**src/rtl/sv32_ptw.sv**
```systemverilog
// sv32_ptw: two-level Sv32 page-table walker.
// It reads the level-1 PTE and, when that entry points to another table, the
// level-0 PTE. It returns the final PTE with superpage, page-fault and
// access-fault flags as a single-cycle response pulse.
module sv32_ptw #(
    parameter int unsigned PADDR_WIDTH        = 34,
    parameter int unsigned PTW_TIMEOUT_CYCLES = 256
) (
    input  logic                   clk_i,
    input  logic                   rst_ni,
    input  logic                   req_valid_i,
    output logic                   req_ready_o,
    input  logic [31:0]            req_va_i,
    input  logic [31:0]            satp_i,
    output logic                   rsp_valid_o,
    output logic [63:0]            rsp_data_o,
    output logic                   mem_req_valid_o,
    input  logic                   mem_req_ready_i,
    output logic [PADDR_WIDTH-1:0] mem_req_addr_o,
    input  logic                   mem_rsp_valid_i,
    input  logic [31:0]            mem_rsp_data_i,
    input  logic                   mem_rsp_err_i,
    output logic                   busy_o
);

    localparam int unsigned CNT_W = $clog2(PTW_TIMEOUT_CYCLES + 1);

    typedef enum logic [2:0] {
        IDLE, L1_REQ, L1_WAIT, L0_REQ, L0_WAIT, RESP
    } state_e;

    state_e            state_q, state_d;
    logic [31:12]      va_q, va_d;
    logic [21:0]       ppn_q, ppn_d;
    logic [31:0]       pte_q, pte_d;
    logic              sp_q, sp_d, pf_q, pf_d, af_q, af_d;
    logic [CNT_W-1:0]  cnt_q, cnt_d;
    logic              timeout;
    logic              pte_invalid, pte_leaf, sp_misaligned;
    logic [33:0]       addr_full;
    logic              unused_bits;

    assign unused_bits = ^{satp_i[30:22], req_va_i[11:0]};

    // Classify the PTE on the response bus.
    always_comb begin
        pte_invalid   = !mem_rsp_data_i[0] || (!mem_rsp_data_i[1] && mem_rsp_data_i[2]);
        pte_leaf      = mem_rsp_data_i[1] || mem_rsp_data_i[3];
        sp_misaligned = (mem_rsp_data_i[19:10] != '0);
        timeout       = (cnt_q == CNT_W'(PTW_TIMEOUT_CYCLES - 1));
    end

    // Drive the handshake and status outputs, and form the PTE address for the current level.
    always_comb begin
        req_ready_o     = (state_q == IDLE);
        busy_o          = (state_q != IDLE);
        rsp_valid_o     = (state_q == RESP);
        mem_req_valid_o = (state_q == L1_REQ) || (state_q == L0_REQ);
        rsp_data_o      = {29'd0, af_q, pf_q, sp_q, pte_q};
        addr_full       = '0;
        if (state_q == L1_REQ) addr_full = {ppn_q, va_q[31:22], 2'b00};
        else if (state_q == L0_REQ) addr_full = {pte_q[31:10], va_q[21:12], 2'b00};
        mem_req_addr_o  = PADDR_WIDTH'(addr_full);
    end

    // Compute the next state and next register values of the walk.
    always_comb begin
        state_d = state_q;
        va_d    = va_q;
        ppn_d   = ppn_q;
        pte_d   = pte_q;
        sp_d    = sp_q;
        pf_d    = pf_q;
        af_d    = af_q;
        cnt_d   = cnt_q;
        unique case (state_q)
            IDLE: begin
                if (req_valid_i) begin
                    va_d  = req_va_i[31:12];
                    ppn_d = satp_i[21:0];
                    pte_d = '0;
                    sp_d  = 1'b0;
                    pf_d  = 1'b0;
                    af_d  = 1'b0;
                    cnt_d = '0;
                    if (satp_i[31]) begin
                        state_d = L1_REQ;
                    end else begin
                        af_d    = 1'b1;
                        state_d = RESP;
                    end
                end
            end
            L1_REQ, L0_REQ: begin
                cnt_d = cnt_q + 1'b1;
                // No response can arrive here, so an expired budget ends the walk
                // even when the read is accepted in the same cycle.
                if (timeout) begin
                    af_d    = 1'b1;
                    state_d = RESP;
                end else if (mem_req_ready_i) begin
                    state_d = (state_q == L1_REQ) ? L1_WAIT : L0_WAIT;
                end
            end
            L1_WAIT, L0_WAIT: begin
                cnt_d = cnt_q + 1'b1;
                if (mem_rsp_valid_i) begin
                    state_d = RESP;
                    if (mem_rsp_err_i) begin
                        af_d = 1'b1;
                    end else begin
                        pte_d = mem_rsp_data_i;
                        if (pte_invalid) begin
                            pf_d = 1'b1;
                        end else if (pte_leaf) begin
                            if (state_q == L1_WAIT) begin
                                if (sp_misaligned) pf_d = 1'b1;
                                else               sp_d = 1'b1;
                            end
                        end else if (state_q == L1_WAIT) begin
                            cnt_d   = '0;
                            state_d = L0_REQ;
                        end else begin
                            pf_d = 1'b1;
                        end
                    end
                end else if (timeout) begin
                    af_d    = 1'b1;
                    state_d = RESP;
                end
            end
            RESP: state_d = IDLE;
            default: state_d = IDLE;
        endcase
    end

    // State register; reset abandons any walk in progress.
    always_ff @(posedge clk_i or negedge rst_ni) begin
        if (!rst_ni) state_q <= IDLE;
        else         state_q <= state_d;
    end

    // Walk context, response registers and per-level timeout counter.
    always_ff @(posedge clk_i or negedge rst_ni) begin
        if (!rst_ni) begin
            va_q  <= '0;
            ppn_q <= '0;
            pte_q <= '0;
            sp_q  <= 1'b0;
            pf_q  <= 1'b0;
            af_q  <= 1'b0;
            cnt_q <= '0;
        end else begin
            va_q  <= va_d;
            ppn_q <= ppn_d;
            pte_q <= pte_d;
            sp_q  <= sp_d;
            pf_q  <= pf_d;
            af_q  <= af_d;
            cnt_q <= cnt_d;
        end
    end

endmodule

```
**config.mk**
```make
export PLATFORM = sky130hd
export DESIGN_NAME = sv32_ptw
export DESIGN_NICKNAME = d
export VERILOG_FILES = /design/src/rtl/sv32_ptw.sv
export SDC_FILE = /design/constraint.sdc
export NUM_CORES = 1
export LEC_CHECK = 0
export CAP_MARGIN = 20
export CORE_MARGIN = 2
export CORE_UTILIZATION = 46
export DETAILED_ROUTE_END_ITERATION = 8
export HOLD_SLACK_MARGIN = 0.15
export PLACE_DENSITY = 0.91
export SETUP_SLACK_MARGIN = 0.1
export SLEW_MARGIN = 10
export SYNTH_ARGS = -nofsm -noshare
export SYNTH_HDL_FRONTEND = slang
export SYNTH_SLANG_ARGS = --single-unit
```
**constraint.sdc**
```tcl
create_clock -name clk_i -period 4.42 [get_ports clk_i]
set_input_delay 0.663 -clock clk_i [delete_from_list [all_inputs] [get_ports clk_i]]
set_output_delay 0.663 -clock clk_i [all_outputs]
set_load 0.01 [all_outputs]
```
**Word level (Yosys, flattened, before mapping)**

Index checks and enable logic that the tools add are counted.

- Register bits after elaboration: 89

- Muxes and demuxes: 47
- Reductions and logical operators: 20
- Add/sub/neg operators: 1
- Equality and inequality tests: 19

Operators by type and width:

| operator | count |
|---|---|
| two-way mux 32 bit | 3 |
| two-way mux 34 bit | 2 |
| one-hot mux 32 bit (2 select lines) | 1 |
| two-way mux 9 bit | 6 |
| two-way mux 3 bit | 11 |
| one-hot mux 9 bit (3 select lines) | 1 |
| two-way mux 1 bit | 19 |
| != test 2 bit, second input constant | 7 |
| != test 4 bit, second input constant | 3 |
| nonzero test 10 bit | 1 |
| adder 9 x 1 -> 9 bit, second input constant | 1 |
| == test 9 x 8 -> 1 bit, second input constant | 1 |
| != test 3 bit, second input constant | 3 |
| one-hot mux 3 bit (3 select lines) | 1 |
| AND reduction 8 bit | 1 |
| AND reduction 7 bit | 1 |
| == test 3 x 2 -> 1 bit, second input constant | 2 |
| == test 3 bit, second input constant | 2 |
| AND reduction 3 bit | 2 |
| nonzero test 3 bit | 2 |
| one-hot mux 1 bit (2 select lines) | 2 |
| AND reduction 2 bit | 2 |
| AND reduction 4 bit | 1 |
| OR reduction 2 bit | 2 |
| 7 further kinds | 10 |

**Logic depth before layout (Yosys ltp)**

- Depth in word-level cells: 8
- Depth in mapped cells: 9
- Mapped depth without buffers: 9

**Least setup slack after synthesis**

No wires, ideal clock.

- Kind: flip-flop to flip-flop
- Start: reg cnt_q[0]
- End: reg state_q[0]
- Arrival time: 1.948 ns
- Path slack: 2.373 ns
- Stages on the path, launching flop included: 9
- Cell sequence: dfrtp_1 -> ha_1 -> and3_1 -> nand3_1 -> nor2_1 -> ha_1 -> or3_1 -> a2bb2oi_1 -> a311oi_1

- Longest elaborated chain between the ends: 3
- Elaborated cells on any way between the ends: 6
- Classes of those cells: eq/ne: 3; mux: 2; reduce/logical: 1

Ends and longest elaborated chain:

| item | line | RTL |
|---|---|---|
| from (decl) | 37 | `logic [CNT_W-1:0] cnt_q, cnt_d;` |
| from (signal assigned) | 160 | `cnt_q <= cnt_d;` |
| == test 9 x 8 -> 1 bit (*) | 50 | `timeout = (cnt_q == CNT_W'(PTW_TIMEOUT_CYCLES - 1));` |
| != test 3 bit (no line) / two-way mux 3 bit (equally long branches) | n/a |  |
| AND reduction 3 bit (no line) / one-hot mux 3 bit (3 select lines) (equally long branches) | n/a |  |
| to (signal assigned) | 140 | `else state_q <= state_d;` |
| to (decl) | 32 | `state_e state_q, state_d;` |

Mark *: on every way between the ends. The rest lies on a longest branch, timed or not.
A chain may end at the register's enable or synchronous reset.

**Final worst setup path**

- Start: reg state_q[0]
- End: out mem_req_addr_o[25]

- Longest elaborated chain between the ends: 3
- Elaborated cells on any way between the ends: 4
- Classes of those cells: eq/ne: 2; mux: 2

Ends and longest elaborated chain:

| item | line | RTL |
|---|---|---|
| == test 3 x 2 -> 1 bit | 62 | `else if (state_q == L0_REQ) addr_full = {pte_q[31:10], va_q[21:12], 2'b00};` |
| two-way mux 34 bit | 62 |  |
| two-way mux 34 bit (*) | 61 | `if (state_q == L1_REQ) addr_full = {ppn_q, va_q[31:22], 2'b00};` |
| to (decl) | 19 | `output logic [PADDR_WIDTH-1:0] mem_req_addr_o,` |

Marks and branches as above.

==> run summary <==
final wirelength -> 12.4 mm
Routability Congestion -> 0.857
crit-path cells -> nand2b_1 > buf_4 > nor2_1 > clkdlybuf4s50_1
Comb pwr share -> 48.3%
Initial Util -> 47.2%
RR Startpoint -> state_q[2]
asr flop ratio synth -> 100%
hold slack final -> 300 ps
Post-CTS Resized -> 0
crit path kind -> flip-flop to output pin
Tmin final -> 3280 ps
Critical Path RT -> 3760 ps
outcome -> completed
Worst EP arrival -> 2620 ps
clk slew on worst S/H paths -> 80 ps
PD cells -> 634 mW/mm²
Slew Viols, Final -> 0
layout cells sized above 1 -> 4.38%
Area after DPL -> 0.00606 mm²
reg-to-reg setup timing slack -> 1590 ps
global-route wire length before repair -> 20.7 mm
Synth Flop Type -> dfrtp_1
Antenna Nets Post-Route -> 0
sequential area share after synthesis -> 48.3%
R2R cell count -> 6
final std cells w/o fill -> 818
final setup vio count -> 0
Int Pwr -> 0.00240 W
period utilisation layout -> 74.3%
Setup WS post-layout -> 1140 ps
post-synthesis cell area -> 0.00461 mm²
Post-CTS Hold Fix Bufs -> 0
FP Rows -> 36
setup repair bufs after CTS -> 0
initial antenna violation count -> 0
Setup WS pre-CTS -> 1400 ps
synthesis-stage register bit count -> 89
CP startpoint kind -> flip-flop
largest net degree at the start of global routing -> 47
htree depth -> 3
Sw Ratio -> 39.7%
remaining global-route overflow -> 0
die width -> 104 µm
dpl cells -> 803
TritonCTS buffer count -> 9
design area -> 0.00629 mm²
kind of end point of the critical path -> output pin
Antenna Cells -> 0
Switching Power -> 0.00159 W
Max Freq -> 305 MHz
DR WL/cell -> 15.2 µm
leakage power -> 2.82 nW
DR pass1 iterations -> 5
slew of the pin with the lowest slew margin -> 744 ps
Fillers -> 791
Vias -> 4191
Mapped Cells -> 548
Total GRT Usage -> 23.6%
RSZ-0062 raised after global routing -> false
Bufs on Longest Clock Path -> 2
synth warn -> 0
Crit-path slowest cell -> dfrtp_1
core area -> 0.00977 mm²
Post-Route Setup TNS -> 0 ps
io pins -> 204
EDFF count, synth -> 0
# Max-Cap Violations -> 0
DR vias/cell -> 5.12
PortBufs -> 151
max_slew headroom -> 50.4%
Clock Skews -> 6.00 ps
HPWL Detailed -> 8.86 mm
Post-route DRC -> 0
CTS sink cnt -> 89
Clock power frac -> 16.4%
CP peak stage delay -> 680 ps
Clock Latency Late Sink -> 360 ps
peak supply drop -> 320 µV
CTS tree -> done
crit path max fanout -> 23
initial DRC count -> 245
sequential fraction of design power -> 35.3%
CTS Root Cell -> clkbuf_8
worst path bufs/invs -> 2
Final Hold Violating Endpoints -> 0
CP top delay family -> buffers and inverters
Area Overhead vs Synth -> 36.4%
die area -> 0.0108 mm²
Final nets -> 785
vias in the first global route -> 4133
Die Height -> 104 µm
HP Class -> input port to asynchronous set/reset pin
Syn Area/Cell -> 8.42 µm²
reg2reg end -> cnt_q[6]
synth unique cells -> 50
## Yosys cell counts (2+ instances only)
cell / number / share of area (%)
buf_2: 17 / 1.8
nand2b_1: 3 / 0.41
a21oi_1: 6 / 0.65
nand2_1: 203 / 17
o22ai_1: 2 / 0.27
dfrtp_1: 89 / 48
nor3_1: 5 / 0.54
or3_1: 3 / 0.41
buf_4: 36 / 5.9
nor4bb_1: 2 / 0.43
mux2i_1: 33 / 7.2
clkbuf_1: 13 / 1.1
o21a_1: 2 / 0.33
o31ai_1: 4 / 0.65
o31a_1: 3 / 0.57
o211ai_1: 2 / 0.33
nand4_1: 2 / 0.27
nor2b_1: 3 / 0.41
nor4_1: 4 / 0.54
nand3_1: 5 / 0.54
o21ai_0: 37 / 4.0
ha_1: 2 / 0.54
inv_1: 7 / 0.57
nor2_1: 39 / 3.2
## power by group through the flow
stage | sequential (W) | clock, W | combinational (W)
final | 0.00141 | 0.000656 | 0.00193
after global routing | 0.00145 | 0.000705 | 0.00213
after floorplan | 0.00135 | 0 | 0.00120
after CTS | 0.00141 | 0.000668 | 0.00194
after global placement | 0.00140 | 0 | 0.00186
after detailed placement | 0.00142 | 0 | 0.00193
## state kept, by name, summed over array words and instances (netlist names)
signal   count
pte_q       32
ppn_q       22
va_q        20
cnt_q        9
state_q      3
af_q         1
pf_q         1
sp_q         1
## layout by cell type (no fill, tap or decap), drive strengths merged, types with 2 or more instances in the layout
cell and n:
a21oi 6, and2 2, buf 8, bufinv 3, clkbuf 12, clkdlybuf4s50 150
conb 31, dfrtp 89, ha 2, inv 8, mux2i 33, nand2 204
nand2b 3, nand3 5, nand4 2, nor2 40, nor2b 3, nor3 6
nor4 4, nor4bb 2, o211ai 2, o21a 2, o21ai 38, o22ai 2
o31a 3, o31ai 4, or3 3
## layer usage
metal  track usage, %  up-vias  share of wire [%]
met1             29.9     1983                 41
met5                0        -                  0
met3             5.26       32                6.8
met4             10.5        0                2.6
met2             38.8      186                 49
li1                 -     1990                  -
## cell type report
class                           count  area (µm²)  area share [%]
Tap cell                          133         166            2.65
Timing Repair Buffer              158        1560            24.8
Sequential cell                    89        2230            35.4
Clock inverter                      3        90.1            1.43
Clock buffer                       12         135            2.15
Multi-Input combinational cell    415        2080            33.0
Inverter                            8        30.0           0.478
## logic make-up after synthesis
logic type,share of synthesized area (%)
AND/OR/NAND/NOR,25.0
flip-flops,48.3
buffers and inverters,9.41
AO/OA/AOI/OAI,9.12
multiplexers,7.16
adder cells (fa/ha/maj),0.543
other,0.0813
XOR/XNOR,0.353
## worst max-delay path by stage
| stage | start | end | slack [ps] | depth (start not counted) |
|---|---|---|---|---|
| 2_1_floorplan | cnt_q[0] | state_q[0] | 2370 | 8 |
| 3_3_place_gp | mem_rsp_valid_i | af_q | 1450 | 6 |
| 3_5_place_dp | mem_rsp_valid_i | af_q | 1400 | 6 |
| 4_1_cts | state_q[0] | mem_req_addr_o[25] | 1080 | 4 |
| 5_1_grt | state_q[0] | mem_req_addr_o[31] | 960 | 4 |
| 6_report | state_q[0] | mem_req_addr_o[25] | 1140 | 4 |
## per-stage QoR
step                      total power, W  util [%]
after floorplan                  0.00255         -
after global placement           0.00326      62.0
after detailed placement         0.00335      62.0
after CTS                        0.00402      64.3
after global routing             0.00429      64.3
final                            0.00399      64.3
Power figures use the tool's default switching activity.
